<file path="config.mk">
export PLATFORM = sky130hd
export DESIGN_NAME = eth_udp_tx_flat
export DESIGN_NICKNAME = d
export VERILOG_FILES = /design/src/rtl/eth_udp_tx_pkg.sv /design/src/rtl/eth_udp_tx_if.sv /design/src/rtl/eth_udp_tx_crc32.sv /design/src/rtl/eth_udp_tx.sv /design/src/flat_wrapper.sv
export SDC_FILE = /design/constraint.sdc
export NUM_CORES = 1
export LEC_CHECK = 0
export ABC_AREA = 0
export CAP_MARGIN = 5
export CORE_MARGIN = 2
export CORE_UTILIZATION = 58
export CTS_CLUSTER_DIAMETER = 120
export DETAILED_ROUTE_END_ITERATION = 7
export PLACE_DENSITY = 0.81
export SLEW_MARGIN = 0
export SYNTH_ARGS = -nofsm -noshare
export SYNTH_HDL_FRONTEND = slang
export SYNTH_HIERARCHICAL = 1
export SYNTH_SLANG_ARGS = --single-unit
</file>
<file path="constraint.sdc">
create_clock -name clk -period 9.1 [get_ports clk]
set_input_delay 2.73 -clock clk [delete_from_list [all_inputs] [get_ports clk]]
set_output_delay 2.73 -clock clk [all_outputs]
set_load 0.005 [all_outputs]
</file>
<file path="src/rtl/eth_udp_tx_pkg.sv">
// Shared constants, transmit state codes and the byte-wide CRC-32 step used by
// the Ethernet/IPv4/UDP transmit path.
package eth_udp_tx_pkg;

  localparam logic [7:0]  ETH_PREAMBLE_BYTE = 8'h55;
  localparam logic [7:0]  ETH_SFD           = 8'hD5;
  localparam logic [15:0] ETHERTYPE_IPV4    = 16'h0800;
  localparam logic [7:0]  IP_PROTO_UDP      = 8'h11;
  localparam int          ETH_MIN_PAYLOAD   = 46;
  localparam logic [31:0] CRC32_POLY_REFL   = 32'hEDB88320;

  localparam logic [10:0] UDP_MAX_PAYLOAD   = 11'd1472;
  // Payloads shorter than this need zero padding to reach a 60-byte frame.
  localparam logic [10:0] UDP_MIN_UNPADDED  = 11'(ETH_MIN_PAYLOAD - 28);

  typedef logic [3:0] eth_tx_states;
  localparam eth_tx_states TX_IDLE     = 4'd0;
  localparam eth_tx_states TX_PREAMBLE = 4'd1;
  localparam eth_tx_states TX_ETH_HDR  = 4'd2;
  localparam eth_tx_states TX_IP_HDR   = 4'd3;
  localparam eth_tx_states TX_UDP_HDR  = 4'd4;
  localparam eth_tx_states TX_PAYLOAD  = 4'd5;
  localparam eth_tx_states TX_PAD      = 4'd6;
  localparam eth_tx_states TX_FCS      = 4'd7;
  localparam eth_tx_states TX_IFG      = 4'd8;

  function automatic logic [31:0] crc32_byte(input logic [31:0] crc, input logic [7:0] data);
    logic [31:0] c;
    c = crc ^ {24'd0, data};
    for (int i = 0; i < 8; i++) begin
      c = c[0] ? ((c >> 1) ^ CRC32_POLY_REFL) : (c >> 1);
    end
    return c;
  endfunction

endpackage

</file>
<file path="src/rtl/eth_udp_tx_if.sv">
// Byte streams around the frame builder: payload in from the upstream buffer,
// frame bytes out to the RMII serializer.
interface eth_udp_tx_if;
  logic [7:0] payload_data;
  logic       payload_valid;
  logic       payload_ready;
  logic [7:0] tx_data;
  logic       tx_valid;
  logic       tx_ready;
  logic       tx_last;

  modport master (
    input  payload_data, payload_valid, tx_ready,
    output payload_ready, tx_data, tx_valid, tx_last
  );

  modport slave (
    output payload_data, payload_valid, tx_ready,
    input  payload_ready, tx_data, tx_valid, tx_last
  );
endinterface

</file>
<file path="src/rtl/eth_udp_tx_crc32.sv">
// Byte-wide Ethernet CRC-32 (reflected, init all-ones). crc is the raw register;
// the caller inverts it for the FCS or compares it against the residue on receive.
module eth_crc32
  import eth_udp_tx_pkg::*;
(
  input  logic        clk,
  input  logic        reset,
  input  logic        init,
  input  logic        en,
  input  logic [7:0]  data,
  output logic [31:0] crc
);

  // NOTE: state is written with <= so every register samples pre-edge values.
  always_ff @(posedge clk) begin
    if (reset || init) begin
      crc <= 32'hFFFF_FFFF;
    end else if (en) begin
      crc <= crc32_byte(crc, data);
    end
  end

endmodule

</file>
<file path="src/rtl/eth_udp_tx.sv">
// Builds Ethernet II / IPv4 / UDP frames around a streamed payload and hands
// them byte by byte to the RMII serializer, followed by the inter-frame gap.
module eth_udp_tx
  import eth_udp_tx_pkg::*;
#(
  parameter logic [47:0] FPGA_MAC   = 48'h00_1A_2B_3C_4D_5E,
  parameter logic [31:0] FPGA_IP    = 32'hC0_00_02_92,
  parameter logic [15:0] FPGA_PORT  = 16'd5005,
  parameter logic [7:0]  IP_TTL     = 8'd64,
  parameter int          IFG_CYCLES = 96
) (
  input  logic        clk,
  input  logic        reset,
  input  logic        start,
  input  logic [10:0] payload_len,
  input  logic [47:0] dest_mac,
  input  logic [31:0] dest_ip,
  input  logic [15:0] dest_port,
  output logic        busy,
  output logic        tx_underrun,
  eth_udp_tx_if.master bus
);

  localparam int IFG_W = $clog2(IFG_CYCLES + 1);

  eth_tx_states     state, next_state;
  logic [10:0]      cnt, sect_last, len, len_in;
  logic [IFG_W-1:0] ifg_cnt;
  logic [47:0]      dmac;
  logic [31:0]      dip;
  logic [15:0]      dport, ident;
  logic [15:0]      total_len_in, total_len, udp_len;
  logic [31:0]      cks_acc, cks_seed, crc;
  logic             accept, adv, crc_en;

  logic [0:13][7:0] eth_hdr;
  logic [0:19][7:0] ip_hdr;
  logic [0:7][7:0]  udp_hdr;
  logic [3:0][7:0]  fcs;

  assign accept = (state == TX_IDLE) && start;
  assign adv    = bus.tx_valid && bus.tx_ready;
  assign busy   = (state != TX_IDLE);

  always_comb begin
    if (payload_len == 11'd0)                 len_in = 11'd1;
    else if (payload_len > UDP_MAX_PAYLOAD)   len_in = UDP_MAX_PAYLOAD;
    else                                      len_in = payload_len;
  end

  assign total_len_in = 16'd28 + {5'd0, len_in};
  assign total_len    = 16'd28 + {5'd0, len};
  assign udp_len      = 16'd8  + {5'd0, len};

  // Sum of the nine non-zero header words; folded down while the preamble goes out.
  assign cks_seed = 32'h0000_4500 + {16'd0, total_len_in} + {16'd0, ident} + 32'h0000_4000
                  + {16'd0, IP_TTL, IP_PROTO_UDP}
                  + {16'd0, FPGA_IP[31:16]} + {16'd0, FPGA_IP[15:0]}
                  + {16'd0, dest_ip[31:16]} + {16'd0, dest_ip[15:0]};

  assign eth_hdr = {dmac, FPGA_MAC, ETHERTYPE_IPV4};
  assign ip_hdr  = {8'h45, 8'h00, total_len, ident, 16'h4000, IP_TTL, IP_PROTO_UDP,
                    ~cks_acc[15:0], FPGA_IP, dip};
  assign udp_hdr = {FPGA_PORT, dport, udp_len, 16'h0000};
  assign fcs     = ~crc;

  // NOTE: every combinational output gets a default first so no latch is inferred.
  always_comb begin
    sect_last  = 11'd0;
    next_state = TX_IDLE;
    case (state)
      TX_PREAMBLE: begin sect_last = 11'd7;  next_state = TX_ETH_HDR; end
      TX_ETH_HDR:  begin sect_last = 11'd13; next_state = TX_IP_HDR;  end
      TX_IP_HDR:   begin sect_last = 11'd19; next_state = TX_UDP_HDR; end
      TX_UDP_HDR:  begin sect_last = 11'd7;  next_state = TX_PAYLOAD; end
      TX_PAYLOAD: begin
        sect_last  = len - 11'd1;
        next_state = (len < UDP_MIN_UNPADDED) ? TX_PAD : TX_FCS;
      end
      TX_PAD:      begin sect_last = UDP_MIN_UNPADDED - len - 11'd1; next_state = TX_FCS; end
      TX_FCS:      begin sect_last = 11'd3;  next_state = TX_IFG;     end
      default: ;
    endcase
  end

  always_comb begin
    bus.tx_data = 8'h00;
    case (state)
      TX_PREAMBLE: bus.tx_data = (cnt == 11'd7) ? ETH_SFD : ETH_PREAMBLE_BYTE;
      TX_ETH_HDR:  bus.tx_data = eth_hdr[cnt[3:0]];
      TX_IP_HDR:   bus.tx_data = ip_hdr[cnt[4:0]];
      TX_UDP_HDR:  bus.tx_data = udp_hdr[cnt[2:0]];
      TX_PAYLOAD:  bus.tx_data = bus.payload_valid ? bus.payload_data : 8'h00;
      TX_FCS:      bus.tx_data = fcs[cnt[1:0]];
      default: ;
    endcase
  end

  assign bus.tx_valid      = (state != TX_IDLE) && (state != TX_IFG);
  assign bus.tx_last       = (state == TX_FCS) && (cnt == 11'd3);
  assign bus.payload_ready = (state == TX_PAYLOAD) && bus.payload_valid && bus.tx_ready;
  assign crc_en = adv && (state inside {TX_ETH_HDR, TX_IP_HDR, TX_UDP_HDR, TX_PAYLOAD, TX_PAD});

  eth_crc32 u_crc (
    .clk  (clk),
    .reset(reset),
    .init (accept),
    .en   (crc_en),
    .data (bus.tx_data),
    .crc  (crc)
  );

  always_ff @(posedge clk) begin
    if (reset) begin
      state       <= TX_IDLE;
      cnt         <= '0;
      ifg_cnt     <= '0;
      ident       <= '0;
      tx_underrun <= 1'b0;
    end else begin
      case (state)
        TX_IDLE: begin
          if (start) begin
            state       <= TX_PREAMBLE;
            cnt         <= '0;
            tx_underrun <= 1'b0;
          end
        end
        TX_IFG: begin
          if (ifg_cnt == IFG_W'(IFG_CYCLES - 1)) begin
            state   <= TX_IDLE;
            ifg_cnt <= '0;
          end else begin
            ifg_cnt <= ifg_cnt + IFG_W'(1);
          end
        end
        default: begin
          if (adv) begin
            if (cnt == sect_last) begin
              cnt   <= '0;
              state <= next_state;
            end else begin
              cnt <= cnt + 11'd1;
            end
          end
        end
      endcase
      if (adv && (state == TX_FCS) && (cnt == 11'd3)) ident <= ident + 16'd1;
      // The wire cannot stall, so a missing payload byte goes out as zero.
      if (adv && (state == TX_PAYLOAD) && !bus.payload_valid) tx_underrun <= 1'b1;
    end
  end

  // NOTE: frame fields and the checksum accumulator are pure datapath, loaded on
  // every accepted start, so they carry no reset.
  always_ff @(posedge clk) begin
    if (accept) begin
      dmac    <= dest_mac;
      dip     <= dest_ip;
      dport   <= dest_port;
      len     <= len_in;
      cks_acc <= cks_seed;
    end else if (state == TX_PREAMBLE) begin
      cks_acc <= {16'd0, cks_acc[15:0]} + {16'd0, cks_acc[31:16]};
    end
  end

endmodule
</file>
<file path="src/flat_wrapper.sv">
// flat-port wrapper written by rule: the top's interface ports become plain ports
module eth_udp_tx_flat import eth_udp_tx_pkg::*;
#(
  parameter logic [47:0] FPGA_MAC   = 48'h00_1A_2B_3C_4D_5E,
  parameter logic [31:0] FPGA_IP    = 32'hC0_00_02_92,
  parameter logic [15:0] FPGA_PORT  = 16'd5005,
  parameter logic [7:0]  IP_TTL     = 8'd64,
  parameter int          IFG_CYCLES = 96
)
  (clk, reset, start, payload_len, dest_mac, dest_ip, dest_port, busy, tx_underrun, bus_payload_data, bus_payload_valid, bus_tx_ready, bus_payload_ready, bus_tx_data, bus_tx_valid, bus_tx_last);
  eth_udp_tx_if bus_i ();
  input  logic clk;
  input  logic reset;
  input  logic start;
  input  logic [10:0] payload_len;
  input  logic [47:0] dest_mac;
  input  logic [31:0] dest_ip;
  input  logic [15:0] dest_port;
  output logic busy;
  output logic tx_underrun;
  input wire logic [$bits(bus_i.payload_data)-1:0] bus_payload_data;
  input wire logic [$bits(bus_i.payload_valid)-1:0] bus_payload_valid;
  input wire logic [$bits(bus_i.tx_ready)-1:0] bus_tx_ready;
  output wire logic [$bits(bus_i.payload_ready)-1:0] bus_payload_ready;
  output wire logic [$bits(bus_i.tx_data)-1:0] bus_tx_data;
  output wire logic [$bits(bus_i.tx_valid)-1:0] bus_tx_valid;
  output wire logic [$bits(bus_i.tx_last)-1:0] bus_tx_last;
  assign bus_i.payload_data = bus_payload_data;
  assign bus_i.payload_valid = bus_payload_valid;
  assign bus_i.tx_ready = bus_tx_ready;
  assign bus_payload_ready = bus_i.payload_ready;
  assign bus_tx_data = bus_i.tx_data;
  assign bus_tx_valid = bus_i.tx_valid;
  assign bus_tx_last = bus_i.tx_last;
  eth_udp_tx #(.FPGA_MAC(FPGA_MAC), .FPGA_IP(FPGA_IP), .FPGA_PORT(FPGA_PORT), .IP_TTL(IP_TTL), .IFG_CYCLES(IFG_CYCLES)) u_core (.clk(clk), .reset(reset), .start(start), .payload_len(payload_len), .dest_mac(dest_mac), .dest_ip(dest_ip), .dest_port(dest_port), .busy(busy), .tx_underrun(tx_underrun), .bus(bus_i));
endmodule
</file>
; ---- After elaboration in Yosys (flattened, before gate mapping)
; Cells that the tools add are included.
[totals]
out_inout_bits = 13
elab_cells = 134
input_bits = 120
ff_bits = 210
[op_classes]
n_eq_ne = 15
n_addsub = 18
n_bitwise = 15
muxes = 42
order_cmp = 6
n_reduce_logical = 27
[op_table]
columns = operator, count
row1 = $mux 32, 10
row2 = $not 13->14, 8
row3 = $add 32x16->32, 3
row4 = $mux 8, 9
row5 = $pmux 11 s6, 1
row6 = $add 32x15->32 const B, 2
row7 = $mux 11, 5
row8 = $pmux 8 s6, 1
row9 = $bmux 8 s5, 1
row10 = $add 32x10->32 const B, 1
row11 = $add 32x16->32 const B, 1
row12 = $bmux 8 s4, 1
row13 = $not 32->32, 1
row14 = $xor 32x8->32, 1
row15 = $pmux 4 s7, 1
row16 = $add 5x11->12 const A, 2
row17 = $bmux 8 s3, 1
row18 = $pmux 11 s2, 1
row19 = $sub 11x1->11 const B, 2
row20 = $add 15x16->17 const A, 1
row21 = $add 16x16->17, 1
row22 = $add 16x1->16 const B, 1
row23 = $bmux 8 s2, 1
row24 = $eq 4x3->1 const B, 4
row25 = other kinds (42), 63

; ---- Logic depth before layout (Yosys ltp)
[depth]
ltp_word = 22
depth_mapped = 19
mapped_depth_nobuf = 19

; ---- Modules after synthesis
; The synthesis kept the hierarchy.
[by_module_without_submodules]
columns = mod, seq_area_each_um2, area_per_inst_um2, n_inst, cells_per_inst
row1 = eth_udp_tx, 4564.4, 10940.5, 1, 1069
row2 = eth_crc32, 640.6, 1860.5, 1, 196

; ---- Worst setup path before layout
; Ideal clock, no wire load.
[synth_timing]
path_kind = in2reg
start = input start
end = register u_core.u_crc.crc[21]
arrival_time_ns = 7.182
stages = 6
path_slack_ns = 1.839
n_path_buf = 2
required_time_ns = 9.021
setup_time_ns = 0.079
cell_sequence = nand3_1 > inv_1 > buf_1 > nor2_1 > clkbuf_1 > o211ai_1
[synth_between]
elab_chain_len = 2
[synth_lines]
columns = item, line_no
row1 = start: declaration, flat_wrapper.sv:14  ; input logic start;
row2 = $logic_and 1x1->1, eth_udp_tx.sv:41  ; assign accept = (state == TX_IDLE) && start;
row3 = net u_core.accept, eth_udp_tx.sv:34  ; logic accept, adv, crc_en;
row4 = $logic_or 1x1->1, eth_udp_tx_crc32.sv:16  ; if (reset || init) begin
row5 = end signal: assignment, eth_udp_tx_crc32.sv:19  ; crc <= crc32_byte(crc, data);
row6 = end: declaration, eth_udp_tx_crc32.sv:11  ; output logic [31:0] crc
; The timed path passes the listed nets, and every way through them passes these cells.
; A chain may end at the register's enable or synchronous reset.

; ---- Worst setup path after layout
[layout_timing]
start = input bus_payload_valid
end = output bus_tx_data[4]
[layout_between]
elab_chain_len = 2
[layout_lines]
columns = item, line_no
row1 = start: declaration, flat_wrapper.sv:22  ; input wire logic [$bits(bus_i.payload_valid)-1:0] bus_payload_valid;
row2 = $mux 8, eth_udp_tx.sv:93  ; TX_PAYLOAD: bus.tx_data = bus.payload_valid ? bus.payload_data : 8'h00;
row3 = $pmux 8 s6, eth_udp_tx.sv:88  ; case (state)
row4 = end: declaration, flat_wrapper.sv:25  ; output wire logic [$bits(bus_i.tx_data)-1:0] bus_tx_data;
; No other way between the ends.

==> metrics <==
Die H 153 microns; pins over their slew limit 0; final instance area 14900 sq um; Power Total 3.38 mW; WP data required 6.37 ns; CTS tree yes; Max Cap Viol 0; Total GRT Usage 30.4%; final count of hold timing violations 0; PwrDens 226 nW/um^2; Clock Tree Buf Depth 2; CTS resizes 0; final setup fails 0; Max FO, Critical Path 8; register area share after synthesis 40.7%; routability congestion estimate 0.923; kind of start point of the critical path input port; worst hold path type flop to flop; synth unique cells 87; Fin Setup TNS 0 ns; share of cells above drive strength 1 7.73%; maximum VDD drop 138 uV; Vias 10369; final worst path period share 83.2%; Crit Path Class input port to output pin; area of the mapped netlist 12800 sq um; root buffer cell clkbuf_16; reg-to-reg critical path startpoint u_core/cnt[0]$_SDFFE_PP0P_; Post-synth ARST share 0%; Pleak 5.53 nW; Setup WS pre-CTS 1.32 ns; status finished, final reports clean; Mapped Cells 1265; Worst setup EP type output pin; Site Rows 54; htree depth 4; Slew HR 18.0%; clock net sink count 197; RSZ-0062 raised after global routing false; WL final 35.3 mm; hold_sp u_core/ifg_cnt[1]$_SDFFE_PP0P_; mean post-synth cell area 10.1 sq um; top_reg_cell synth edfxtp_1; clk slew on worst S/H paths 0.08 ns; Setup Skew 0.0181 ns; DR iter-0 viols 1151; Area Growth Syn to Fin 16.7%; critical path launch point bus_payload_valid; drt pass-1 iters 6; die width 153 microns; first-pass GRT wire length 55.5 mm; minimum clock period 7.57 ns; Max Clock Freq 0.132 GHz; YS warnings 6; Final WS setup 1.53 ns; DR DRC count 0; Initial Util 58.8%; Setup Fix Bufs, Post-CTS 0; largest net degree at the start of global routing 68; IO Pins 133; vias in the first global route 10185; initial antenna violation count 0; final core utilization 68.7%; worst-margin pin slew 1.23 ns; Via density 6.27; core area 21800 sq um; hold-fix buffers at CTS 0; total CTS buffers 17; Die Area 23300 sq um; Post-Syn Nets 1467; PortBufs 132; total grt overflow 0; Antenna Violating Nets Remaining 0; Clock Latency Late Sink 0.45 ns; WP data arrival 4.84 ns; routed length per instance 21.3 microns; Post-DP HPWL 25.9 mm; #FFs+latches synth 197; Post-synth EDFFs 126; fin nets 1561; placed inst area 14300 sq um
-- critical path: stages --
cell	delay [ns]
clkdlybuf4s50_1	0.43
and2_1	0.30
a211oi_1	0.40
o21ai_0	0.16
a21oi_1	0.13
o21ai_0	0.17
clkdlybuf4s50_1	0.51
-- synthesized netlist by cell type (9+ instances only) --
cell / count / share of area (%)
xnor2_1: 75 / 5.1
o21ai_0: 79 / 3.1
a21oi_1: 63 / 2.5
dfxtp_1: 71 / 11
clkbuf_1: 47 / 1.4
buf_1: 10 / 0.29
o211ai_1: 16 / 0.94
and3_1: 11 / 0.54
nor2_1: 98 / 2.9
nor3_1: 21 / 0.82
ha_1: 55 / 5.4
nand2_1: 100 / 2.9
a211oi_1: 10 / 0.59
inv_1: 97 / 2.8
mux2i_1: 19 / 1.5
mux4_2: 24 / 4.2
fa_1: 27 / 4.2
nand4_1: 10 / 0.49
nand2b_1: 19 / 0.93
o22ai_1: 9 / 0.44
edfxtp_1: 126 / 30
nor2b_1: 17 / 0.83
a31oi_1: 15 / 0.73
xor2_1: 49 / 3.4
nand3_1: 35 / 1.4
buf_2: 10 / 0.39
-- metal layers --
metal  up-vias  track usage (%)  share of wire, %
li1       4736                -                 -
met1      4917             40.6                39
met2       619             49.7                48
met3        97             6.17               9.6
met4         0             10.6               3.7
met5         -                0                 0
-- final cells by class --
class	count	area, sq um
clock inverter	15	215
antenna	1	2.50
sequential	197	5210
clock buffer	17	425
timing repair buffer	143	1400
fill	1658	6820
tap	280	350
inverter	99	374
multi-input combinational	901	6960
-- state kept, by name (all words and copies together), names as in the netlist --
signal / count
u_core/cks_acc: 19
u_core/cnt: 11
u_core/dip: 32
u_core/dmac: 48
u_core/dport: 16
u_core/ident: 16
u_core/ifg_cnt: 7
u_core/len: 11
u_core/state: 4
u_core/tx_underrun: 1
u_core/u_crc/crc: 32
-- worst paths after layout --
check | slack [ns] | cells past startpoint | end
worst max-delay path | 1.53 | 7 | bus_tx_data[4]
worst min-delay path | 0.52 | 2 | u_core/ifg_cnt[1]$_SDFFE_PP0P_
worst max register to register | 4.42 | 11 | u_core/u_crc/crc[25]$_SDFFE_PP1P_
worst min register to register | 0.52 | 2 | u_core/ifg_cnt[1]$_SDFFE_PP0P_
-- report_power, final --
part           internal [mW]  total (mW)  switching (mW)
clock                  0.386       0.797           0.411
combinational          0.575        1.33           0.750
sequential              1.14        1.26           0.123
total                   2.10        3.38            1.28
-- cells in the final DEF (no fill, tap or decap), types with 14 or more instances in the layout --
cell type and count:
a21oi_1 63, clkdlybuf4s50_1 132, a31oi_1 14, dfxtp_1 69, inv_1 96, nor2b_1 17
nand3_1 35, o211ai_1 16, xnor2_1 75, clkbuf_16 17, nand2_1 100, mux2i_1 19
nand2b_1 19, mux4_2 24, xor2_1 49, o21ai_0 79, nor3_1 21, ha_1 55
edfxtp_1 126, fa_1 27, nor2_1 97
-- stage by stage --
stage	std cells	hold WS (ns)
2_1_floorplan	1265	0.454
3_3_place_gp	1620	0.465
3_5_place_dp	1620	0.507
4_1_cts	1652	0.518
5_1_grt	1652	0.542
6_report	1653	0.522
-- cell families after synthesis --
family,synth area share (%)
simple gates,13.9
compound gates,14.0
flops,40.7
buf+inv,5.05
xor+xnor,10.7
fa+ha+maj,9.60
mux,6.09
(Power assumes the default switching activity.)
